### config.mk
export PLATFORM = sky130hd
export DESIGN_NAME = req_cmd_assembler
export DESIGN_NICKNAME = d
export VERILOG_FILES = /design/src/rtl/req_cmd_assembler.sv
export SDC_FILE = /design/constraint.sdc
export NUM_CORES = 1
export LEC_CHECK = 0
export CAP_MARGIN = 0
export CORE_MARGIN = 3
export CORE_UTILIZATION = 40
export CTS_CLUSTER_DIAMETER = 150
export DETAILED_ROUTE_END_ITERATION = 8
export PLACE_DENSITY = 0.68
export SYNTH_ARGS = -nofsm -noshare
export SYNTH_HDL_FRONTEND = slang
export SYNTH_SLANG_ARGS = --single-unit
### constraint.sdc
create_clock -name clk -period 3.8 [get_ports clk]
set_input_delay 0.76 -clock clk [delete_from_list [all_inputs] [get_ports clk]]
set_output_delay 0.76 -clock clk [all_outputs]
set_load 0.005 [all_outputs]
### src/rtl/req_cmd_assembler.sv
// Deserialises a host byte stream (header + key/text/dest addresses, MSB first) into one request
// and presents it to the request queue with valid/ready, steered to the AES or SHA ready by opcode.
module req_cmd_assembler #(
    parameter int          ADDRW   = 24,
    parameter int          OPCODEW = 2,
    parameter logic [3:0]  MAGIC   = 4'hA
) (
    input  logic               clk,
    input  logic               rst_n,
    input  logic [7:0]         byte_in,
    input  logic               byte_valid,
    output logic               byte_ready,
    output logic [OPCODEW-1:0] opcode,
    output logic [ADDRW-1:0]   key_addr,
    output logic [ADDRW-1:0]   text_addr,
    output logic [ADDRW-1:0]   dest_addr,
    output logic               valid_in,
    input  logic               ready_in_aes,
    input  logic               ready_in_sha,
    output logic               hdr_err,
    output logic [7:0]         req_count
);

    // state   | meaning
    // S_HDR   | waiting for header byte
    // S_KEY   | collecting key address bytes
    // S_TEXT  | collecting text address bytes
    // S_DEST  | collecting destination address bytes
    // S_ISSUE | request presented, waiting for the selected queue ready

    localparam int NB   = ADDRW / 8;
    localparam int CNTW = (NB > 1) ? $clog2(NB) : 1;
    localparam logic [CNTW-1:0] CNT_LAST = CNTW'(NB - 1);

    typedef enum logic [2:0] {
        S_HDR   = 3'd0,
        S_KEY   = 3'd1,
        S_TEXT  = 3'd2,
        S_DEST  = 3'd3,
        S_ISSUE = 3'd4
    } state_t;

    state_t          state;
    state_t          state_nxt;
    logic [CNTW-1:0] cnt;
    logic            accept;
    logic            hdr_ok;
    logic            last_byte;
    logic            rdy;
    logic            xfer;

    assign accept    = byte_valid && byte_ready;
    // Bits between the opcode and the magic nibble must be zero.
    assign hdr_ok    = (byte_in[7:4] == MAGIC) && ((byte_in[3:0] >> OPCODEW) == 4'd0);
    assign last_byte = (cnt == CNT_LAST);
    assign rdy       = opcode[OPCODEW-1] ? ready_in_sha : ready_in_aes;
    assign xfer      = valid_in && rdy;

    always_ff @(posedge clk or negedge rst_n) begin
        if (!rst_n) begin
            state <= S_HDR;
        end else begin
            state <= state_nxt;
        end
    end

    always_comb begin
        state_nxt = state;
        case (state)
            S_HDR:   if (accept && hdr_ok)    state_nxt = S_KEY;
            S_KEY:   if (accept && last_byte) state_nxt = S_TEXT;
            S_TEXT:  if (accept && last_byte) state_nxt = S_DEST;
            S_DEST:  if (accept && last_byte) state_nxt = S_ISSUE;
            S_ISSUE: if (xfer)                state_nxt = S_HDR;
            default:                          state_nxt = S_HDR;
        endcase
    end

    always_comb begin
        byte_ready = (state != S_ISSUE);
    end

    always_ff @(posedge clk or negedge rst_n) begin
        if (!rst_n) begin
            cnt       <= '0;
            opcode    <= '0;
            key_addr  <= '0;
            text_addr <= '0;
            dest_addr <= '0;
            valid_in  <= 1'b0;
            hdr_err   <= 1'b0;
            req_count <= 8'd0;
        end else begin
            hdr_err <= 1'b0;
            case (state)
                S_HDR: begin
                    if (accept) begin
                        if (hdr_ok) begin
                            opcode <= byte_in[OPCODEW-1:0];
                            cnt    <= '0;
                        end else begin
                            hdr_err <= 1'b1;
                        end
                    end
                end
                S_KEY: begin
                    if (accept) begin
                        key_addr <= (key_addr << 8) | ADDRW'(byte_in);
                        cnt      <= last_byte ? '0 : cnt + CNTW'(1);
                    end
                end
                S_TEXT: begin
                    if (accept) begin
                        text_addr <= (text_addr << 8) | ADDRW'(byte_in);
                        cnt       <= last_byte ? '0 : cnt + CNTW'(1);
                    end
                end
                S_DEST: begin
                    if (accept) begin
                        dest_addr <= (dest_addr << 8) | ADDRW'(byte_in);
                        cnt       <= last_byte ? '0 : cnt + CNTW'(1);
                        if (last_byte) valid_in <= 1'b1;
                    end
                end
                S_ISSUE: begin
                    if (xfer) begin
                        valid_in  <= 1'b0;
                        req_count <= req_count + 8'd1;
                    end
                end
                default: begin
                    cnt <= '0;
                end
            endcase
        end
    end

endmodule
==> flow_summary_export.csv, run 1 <==
group,metric,value,unit
synth,ys_seq_area_share,60.1,%
synth,syn-num-nets,248,
synth,yosysMostFrequentCell,"dfrtp_1",
global_routing,grt_max_degree,90,
sta,slew_headroom,26.4,%
clock_tree,ctsResizeCount,0,
critical_path,worstSetupPathType,"flop to primary output",
worst_hold_path,hp-start,"req_count[7]$_DFFE_PN0P_",
synth,async_reset_ff_share,100,%
critical_path,crit_path_top_delay_cell,"dfrtp_1",
global_routing,grt_pass1_wl,12.0,mm
power,p_leak,2.17,nW
synth,synth-edff-count,0,
synth,synth_area_leader_cell,"dfrtp_1",
synth,synth.avg_cell_area,15.8,um^2
critical_path,start_kind,"flop",
clock_tree,cts-root-buf,"clkbuf_8",
sta,finClkSkew,0.00808,ns
synth,yosys_warnings,0,
synth,synth-seq-cells,89,
routing,vias_per_cell,4.96,
die,die_width,102,um
finish,antenna_cells,0,
critical_path,r2r_start,"state[2]$_DFFE_PN0P_",
sta,rsz0062_at_grt,"false",
place,dp_hpwl,5.20,mm
clock_tree,clock_latency,0.35,ns
worst_hold_path,hold_path.class,"flop to flop",
critical_path,critPathMaxStageDelay,0.54,ns
clock_tree,h-tree-depth,3,
synth,syn_area,3710,um^2
global_routing,antenna_found_initial,0,
routing,drtIter0Drc,88,
die,fp.dieH,102,um
sta,finalMaxSlewViolations,0,
synth,synth_flop_cell,"dfrtp_1",
routing,routedWlPerCell,16.7,um
die,die-area,10500,um^2
finish,final_net_count,347,
synth,synth_area_leaders,"dfrtp_1 60%, mux2_2 16%, mux2_4 8.1%, xnor2_1 1.2%, buf_12 1.1%",
clock_tree,cts_tree,"built",
routing,dr.pass1.iters,3,
global_routing,overflow,0,
sta,worstMarginPinSlew,1.10,ns
critical_path,path_cells,"nor2_2 > nand2_1 > clkdlybuf4s50_1",
routing,dr_total_vias,2210,
place,io_buffers,97,
sta,finalCritPeriodShare,67.5,%
power,vdd_ir_drop_max,0.375,mV
routing,drt-total-wl,7.43,mm
sta,hold_viol,0,
clock_tree,cts.clk_slew.worst_paths,0.09,ns
routing,ant_nets,0,
finish,syn_to_final_growth,33.2,%
synth,ys_types,39,
critical_path,worstPathRequired,3.04,ns
power,powerDensity,785,nW/um^2
finish,stdcell_area,4940,um^2
sta,setup_violations,0,
sta,finalSetupTns,0,ns
clock_tree,clock_path_buffers,2,
finish,drive_above_1_share,29.6,%
critical_path,critPathMaxFanout,9,
global_routing,grt_pass1_vias,2270,
status,status,"finished, final reports clean",
clock_tree,cts_buffers,9,
routing,drc_errors,0,
die,ios,98,
global_routing,track_usage,14.9,%
critical_path,cp-startpoint,"state[1]$_DFFE_PN0P_",
synth,ys_top_cells_by_count,"89 x dfrtp_1, 54 x mux2_2, 20 x mux2_4",
synth,postSynthCellCount,234,
critical_path,arrival,1.81,ns
clock_tree,clock_sinks,89,
die,coreArea,8850,um^2
flow_run,maxCapViolCount,0,
critical_path,crit_buf_inv,1,
die,rows,34,
sta,max_freq,390,MHz
place,gp_congestion,0.848,
clock_tree,post_cts_buffers,0,
critical_path,end_kind,"primary output",
place,placed_area,4710,um^2
clock_tree,cts_hold_buf,0,
sta,fin_crit,2.57,ns
die,start_util,41.9,%
synth,synth_top_area_share,60.1,%
critical_path,crit_family,"flip-flops",
registers in the layout, indices dropped and copies added, names as in the netlist:
register   count
hdr_err        1
key_addr      24
req_count      8
opcode         2
cnt            2
valid_in       1
dest_addr     24
text_addr     24
state          3
routing by layer:
| metal | track usage (%) | share of wire, % | vias to the layer above |
|---|---|---|---|
| met5 | 0 | 0 | - |
| met2 | 22.4 | 44 | 69 |
| met4 | 5.45 | 1.3 | 0 |
| met3 | 4.91 | 7.0 | 8 |
| li1 | - | - | 1032 |
| met1 | 20.3 | 48 | 1101 |
layout by cell type (no fill, tap or decap), drive strengths merged, types with 2 or more instances in the layout:
master,netlist,routed
xnor2,5,5
and4bb,2,2
nor2,3,3
inv,2,3
xor2,3,3
nand2b,2,2
mux2,76,76
nand2,9,9
nand4b,3,3
clkbuf,1,9
nor4b,2,2
buf,10,3
and3,4,4
nand4,3,3
clkdlybuf4s50,0,96
clkinvlp,0,2
nand3,4,4
clkinv,0,2
dfrtp,89,89
bufinv,0,2
where the power goes:
group / switching (mW) / internal (mW)
sequential: 0.309 / 1.34
combinational: 0.425 / 1.08
clock: 0.348 / 0.377
total: 1.08 / 2.79
final timing paths:
path                                                   to  slack, ns  cells after the start
worst min register to register   req_count[7]$_DFFE_PN0P_       0.49                      1
max in group asynchronous        key_addr[23]$_DFFE_PN0P_       2.48                      1
min in group asynchronous       dest_addr[19]$_DFFE_PN0P_       0.61                      1
worst max register to register       state[2]$_DFFE_PN0P_       2.08                      3
worst max-delay path                           byte_ready       1.23                      3
worst min-delay path             req_count[7]$_DFFE_PN0P_       0.49                      1
through the flow:
| stage | cells | setup slack [ns] | util, % | hold WS, ns | total power, mW |
|---|---|---|---|---|---|
| floorplan | 234 | 1.96 | - | 0.464 | 2.32 |
| global placement | 430 | 1.15 | 53.2 | 0.464 | 3.16 |
| detailed placement | 430 | 1.10 | 53.2 | 0.484 | 3.20 |
| CTS | 446 | 1.20 | 55.8 | 0.501 | 3.93 |
| global route | 446 | 1.10 | 55.8 | 0.516 | 4.14 |
| finish | 446 | 1.23 | 55.8 | 0.493 | 3.87 |
layout make-up:
class                   instances  area (um^2)
inverters                       2         7.51
clock inverters                 7          104
repair buffers                 99          983
clock buffers                   9          124
flip-flops and latches         89         2230
well taps                     108          135
fillers                       760         3910
multi-input cells             132         1360
logic make-up (layout without fill, tap and decap cells):
family          Yosys count  in the layout  share of synthesized area (%)
xor+xnor                  8              8                           1.89
compound gates            8              8                           1.65
buf+inv                  13            117                           3.34
fa+ha+maj                 1              1                          0.337
mux                      76             76                           25.1
flops                    89             89                           60.1
simple gates             39             39                           7.59
No activity file was read; power rests on OpenSTA's default activity.
==> run 2, diff against run 1 <==
Settings changed: PLACE_DENSITY 0.68 to 0.71.
Clock period 3.8 ns to 2.15 ns, I/O delays scaled along.
==> flow_summary_export.csv, run 2 (synthesized netlist as in run 1, its figures left out) <==
group,metric,value,unit
routing,met2_length,3.49,mm
place,io_buffers,97,
finish,final_cells,457,
global_routing,grt_max_degree,48,
global_routing,grt_pass1_vias,2334,
power,vdd_ir_drop_max,0.490,mV
sta,worstMarginPinSlew,0.606,ns
power,p_sw,1.97,mW
critical_path,endpoint,"byte_ready",
critical_path,crit_buf_inv,1,
routing,dr_total_vias,2290,
die,start_util,41.9,%
place,gp_congestion,0.759,
critical_path,rrSetupSlack,0.54,ns
global_routing,grt_pass1_wl,12.7,mm
critical_path,worstPathRequired,1.72,ns
critical_path,start_kind,"flop",
routing,routed.top_layer,"met4",
sta,finalCritPeriodShare,94.4,%
power,pwr-share-clk,17.2,%
critical_path,regToRegEndpoint,"text_addr[2]$_DFFE_PN0P_",
sta,setup_violations,0,
clock_tree,cts_buffers,9,
worst_hold_path,hold_path.class,"input pin to asynchronous set/reset pin",
routing,met3_length,500,um
critical_path,critPathMaxFanout,8,
sta,hold_viol,0,
routing,drt-total-wl,7.68,mm
critical_path,end_kind,"primary output",
clock_tree,cts_hold_buf,0,
finish,syn_to_final_growth,36.3,%
clock_tree,clock_path_buffers,2,
sta,finalMaxSlewViolations,0,
finish,final_net_count,358,
clock_tree,cts_tree,"built",
routing,drc_errors,0,
critical_path,critPathMaxStageDelay,0.56,ns
routing,ant_nets,0,
finish,reg_top3,"dest_addr (24), key_addr (24), text_addr (24)",
place,placed_cells,439,
critical_path,path_cells,"nor2_4 > nand2_1 > clkdlybuf4s50_1",
global_routing,antenna_found_initial,0,
finish,antenna_cells,0,
clock_tree,clock_latency,0.36,ns
critical_path,worstSetupPathType,"flop to primary output",
power,internal-power,4.91,mW
routing,drtIter0Drc,111,
sta,max_freq,493,MHz
status,status,"finished, final reports clean",
flow_run,maxCapViolCount,0,
critical_path,crit_path_top_delay_cell,"dfrtp_1",
clock_tree,cts-root-buf,"clkbuf_8",
critical_path,crit_family,"flip-flops",
clock_tree,clock_sinks,89,
die,fp.dieH,102,um
sta,fin_crit,2.03,ns
die,die-area,10500,um^2
die,ios,98,
finish,fillers,732,
power,power_frac_comb,40.5,%
critical_path,worst_r2r_path_depth,4,
power,powerDensity,1360,nW/um^2
finish,final_cell_mix,"96 x clkdlybuf4s50_1, 89 x dfrtp_1, 54 x mux2_2, 20 x mux2_4, 10 x buf_4",
die,rows,34,
clock_tree,h-tree-depth,3,
clock_tree,cts.clk_slew.worst_paths,0.09,ns
critical_path,arrival,1.60,ns
global_routing,overflow,0,
finish,final_core_util,57.1,%
critical_path,cp-startpoint,"state[0]$_DFFE_PN0P_",
finish,final_common_cell,"clkdlybuf4s50_1",
routing,m1WireLength,3.58,mm
die,die_width,102,um
sta,finClkSkew,0.0143,ns
sta,slew_headroom,59.6,%
finish,drive_above_1_share,31.8,%
routing,dr.pass1.iters,4,
routing,routedWlPerCell,16.8,um
power,netSwitchingFraction,28.7,%
critical_path,r2r_start,"state[2]$_DFFE_PN0P_",
die,coreArea,8850,um^2
power,seq_power_share,42.2,%
place,dp_hpwl,5.55,mm
power,p_leak,2.23,nW
routing,vias_per_cell,5.01,
global_routing,track_usage,15.9,%
critical_path,crit_cells,3,
run 2: changes by cell type in the layout (fill, tap and decap cells not counted):
cell       previous run  this run
nor2_2                1         0
inv_6                 0         3
bufinv_16             2         1
clkinv_4              2         0
nor2_4                0         1
buf_12                0         4
buf_4                 3        10
run 2: power by group through the flow:
stage / clock, mW / sequential, mW / combinational [mW]
floorplan: 0 / 2.86 / 1.24
global placement: 0 / 2.91 / 2.72
detailed placement: 0 / 2.95 / 2.80
CTS: 1.23 / 2.92 / 2.81
global route: 1.30 / 3.03 / 3.02
finish: 1.19 / 2.91 / 2.79
run 2: area by class of cell:
| cell class | instances | area, um^2 | share of cell area (%) |
|---|---|---|---|
| clock buffer | 9 | 124 | 2.45 |
| clock inverter | 7 | 82.6 | 1.63 |
| inverter | 2 | 7.51 | 0.149 |
| multi-input combinational | 132 | 1360 | 26.9 |
| sequential | 89 | 2230 | 44.1 |
| tap | 108 | 135 | 2.67 |
| timing repair buffer | 110 | 1120 | 22.1 |
run 2: what timing repair did:
action                                  CTS  global route
endpoints found under the setup margin    1             1
hold endpoints to repair                  0             0
pin swaps                                 0             1
setup buffers                             0             2
gates resized for setup                   1             0
run 2: layer usage:
| metal | global-route usage (%) | vias to the layer above |
|---|---|---|
| met5 | 0 | - |
| met4 | 6.16 | 0 |
| met2 | 23.6 | 77 |
| li1 | - | 1065 |
| met1 | 22.3 | 1138 |
| met3 | 4.30 | 10 |
run 2: how the worst min path moves through the flow:
| stage | end | cells after the start | slack [ns] | start |
|---|---|---|---|---|
| floorplan | cnt[0]$_DFFE_PN0P_ | 0 | 0.13 | rst_n |
| global placement | req_count[7]$_DFFE_PN0P_ | 1 | 0.46 | req_count[7]$_DFFE_PN0P_ |
| detailed placement | req_count[7]$_DFFE_PN0P_ | 1 | 0.46 | req_count[7]$_DFFE_PN0P_ |
| CTS | text_addr[2]$_DFFE_PN0P_ | 1 | 0.09 | rst_n |
| global route | dest_addr[18]$_DFFE_PN0P_ | 1 | 0.1 | rst_n |
| finish | dest_addr[18]$_DFFE_PN0P_ | 1 | 0.07 | rst_n |
run 2: per-stage QoR:
| stage | setup TNS, ns | area (um^2) | hold slack [ns] | setup WS (ns) | power, mW |
|---|---|---|---|---|---|
| global route | -0.00110 | 5050 | 0.0992 | -0.00110 | 7.35 |
| CTS | 0 | 5040 | 0.0909 | 0.0174 | 6.96 |
| finish | 0 | 5050 | 0.0697 | 0.120 | 6.89 |
| global placement | 0 | 4830 | 0.458 | 0.165 | 5.63 |
| detailed placement | 0 | 4830 | 0.457 | 0.119 | 5.74 |
| floorplan | 0 | 3710 | 0.134 | 0.636 | 4.10 |
==> run 3, diff against run 2 <==
Settings changed: ABC_AREA set to 1, CORE_UTILIZATION 40 to 44, PLACE_DENSITY 0.71 to 0.76, TNS_END_PERCENT set to 5.
==> flow_summary_export.csv, run 3 <==
group,metric,value,unit
status,status,"finished, final reports clean",
finish,final_common_cell,"clkdlybuf4s50_1",
global_routing,grt_pass1_vias,2560,
sta,finClkSkew,0.0111,ns
die,die_width,98.3,um
routing,drc_errors,0,
synth,synth_flop_cell,"dfrtp_1",
place,dp_hpwl,5.73,mm
power,powerDensity,1350,nW/um^2
synth,syn-num-nets,351,
finish,final_cell_mix,"96 x clkdlybuf4s50_1, 89 x dfrtp_1, 74 x nand2_1, 32 x o21ai_0, 30 x inv_1",
critical_path,endpoint,"byte_ready",
clock_tree,cts_buffers,9,
routing,dr_total_vias,2614,
die,start_util,45.4,%
synth,ys_types,29,
clock_tree,ctsResizeCount,0,
clock_tree,clock_path_buffers,2,
synth,yosysMostFrequentCell,"dfrtp_1",
finish,syn_to_final_growth,34.2,%
synth,synth_area_leaders,"dfrtp_1 59%, mux2_4 11%, nand2_1 7.4%, o21ai_0 4.3%, inv_1 3.0%",
sta,finalMaxSlewViolations,0,
critical_path,r2r_start,"state[2]$_DFFE_PN0P_",
finish,reg_top3,"dest_addr (24), key_addr (24), text_addr (24)",
power,vdd_ir_drop_max,0.564,mV
place,io_buffers,97,
synth,ys_top_cells_by_count,"89 x dfrtp_1, 74 x nand2_1, 32 x o21ai_0",
global_routing,grt_pass1_wl,13.1,mm
synth,postSynthCellCount,337,
routing,ant_nets,0,
sta,hold_viol,0,
finish,antenna_cells,0,
clock_tree,clock_latency,0.34,ns
synth,synth-edff-count,0,
critical_path,regToRegEndpoint,"text_addr[8]$_DFFE_PN0P_",
critical_path,rrSetupSlack,0.59,ns
worst_hold_path,hold_path.class,"flop to flop",
sta,finalCritPeriodShare,94.9,%
synth,syn_area,3750,um^2
sta,finalSetupTns,0,ns
global_routing,antenna_found_initial,0,
global_routing,track_usage,16.9,%
finish,seqCellArea,2230,um^2
synth,synth_top_area_share,59.4,%
critical_path,arrival,1.61,ns
global_routing,overflow,0,
sta,whs,0.495,ns
global_routing,grt_max_degree,49,
synth,synth_area_leader_cell,"dfrtp_1",
critical_path,worst_r2r_path_depth,5,
synth,yosys_warnings,0,
die,coreArea,8260,um^2
routing,drt-total-wl,7.78,mm
sta,slew_headroom,71.9,%
sta,setup_violations,0,
routing,drtIter0Drc,71,
clock_tree,cts.clk_slew.worst_paths,0.08,ns
sta,max_freq,490,MHz
critical_path,start_kind,"flop",
clock_tree,post_cts_buffers,0,
sta,fin_crit,2.04,ns
routing,routedWlPerCell,14.1,um
critical_path,critPathMaxFanout,7,
critical_path,worstSetupPathType,"flop to primary output",
place,gp_congestion,0.863,
synth,async_reset_ff_share,100,%
sta,rsz0062_at_grt,"false",
critical_path,end_kind,"primary output",
routing,dr.pass1.iters,5,
finish,fillers,691,
critical_path,worstPathRequired,1.72,ns
clock_tree,clock_sinks,89,
finish,final_net_count,454,
finish,multi_input_area,1290,um^2
clock_tree,cts-root-buf,"clkbuf_8",
die,die-area,9660,um^2
routing,vias_per_cell,4.75,
sta,worstMarginPinSlew,0.420,ns
synth,synth-seq-cells,89,
synth,synth.avg_cell_area,11.1,um^2
finish,drive_above_1_share,15.3,%
die,ios,98,
synth,ys_seq_area_share,59.4,%
die,fp.dieH,98.3,um
die,rows,33,
critical_path,cp-startpoint,"state[1]$_DFFE_PN0P_",
clock_tree,cts_tree,"built",
worst_hold_path,hold_depth,2,
power,p_leak,2.49,nW
flow_run,maxCapViolCount,0,
clock_tree,h-tree-depth,3,
-- run 3: cell types whose count changed after synthesis, sizes merged, moves of 3 or more --
cell,change
mux2,-44
inv,+32
a21oi,+9
nor2,+19
nand2,+70
and3,-4
o21ai,+42
xnor2,-3
nand4b,-3
-- run 3: cells by family after synthesis --
family          synth area share, %
fa+ha+maj                     0.334
mux                            12.4
simple gates                   13.5
flops                          59.4
buf+inv                        6.17
compound gates                 7.24
xor+xnor                      0.935
-- run 3: repair_timing --
item | CTS | global route
hold endpoints to repair | 18 | 0
endpoints found under the setup margin | 0 | 0
hold buffers | 1 | 0
-- run 3: routing by layer --
| metal | GRT usage (%) | vias to the layer above | part of all wire, % |
|---|---|---|---|
| met5 | 0 | - | 0 |
| met4 | 5.36 | 0 | 0.87 |
| met3 | 3.79 | 4 | 3.9 |
| met2 | 26.8 | 55 | 48 |
| met1 | 23.1 | 1255 | 47 |
| li1 | - | 1300 | - |
-- run 3: worst min-delay path by stage --
stage	startpoint	to	slack [ns]
2_1_floorplan	rst_n	cnt[0]$_DFFE_PN0P_	0.13
3_3_place_gp	rst_n	req_count[1]$_DFFE_PN0P_	0.33
3_5_place_dp	rst_n	req_count[0]$_DFFE_PN0P_	0.34
4_1_cts	rst_n	req_count[0]$_DFFE_PN0P_	0.50
5_1_grt	key_addr[19]$_DFFE_PN0P_	key_addr[19]$_DFFE_PN0P_	0.52
6_report	key_addr[18]$_DFFE_PN0P_	key_addr[18]$_DFFE_PN0P_	0.50
-- run 3: per-stage QoR --
step / total power, mW / instance area (um^2) / instances / util (%) / setup slack, ns
after detailed placement: 5.66 / 4810 / 533 / 58.2 / 0.229
after CTS: 6.87 / 5030 / 550 / 60.9 / 0.101
after floorplan: 4.10 / 3750 / 337 / - / 0.854
after global routing: 7.27 / 5030 / 550 / 60.9 / 0.0118
final: 6.77 / 5030 / 550 / 60.9 / 0.109
after global placement: 5.55 / 4810 / 533 / 58.2 / 0.265
-- run 3: layout make-up --
type,instances,area share (%)
sequential,89,44.3
clock buffer,11,3.01
tap,105,2.61
inverter,34,2.54
timing repair buffer,103,20.7
multi-input combinational,203,25.6
clock inverter,5,1.24
-- run 3: report_power, final --
part,switching (mW),internal [mW],leakage (nW)
Clock,0.575,0.607,0.102
Combinational,0.993,1.74,1.25
Sequential,0.513,2.35,1.13
Total,2.08,4.69,2.49
-- run 3: critical path, cell delays in order, from the launching register on --
cell	delay, ns
dfrtp_1	0.47
nor2_2	0.22
nand2_4	0.11
clkdlybuf4s50_1	0.47
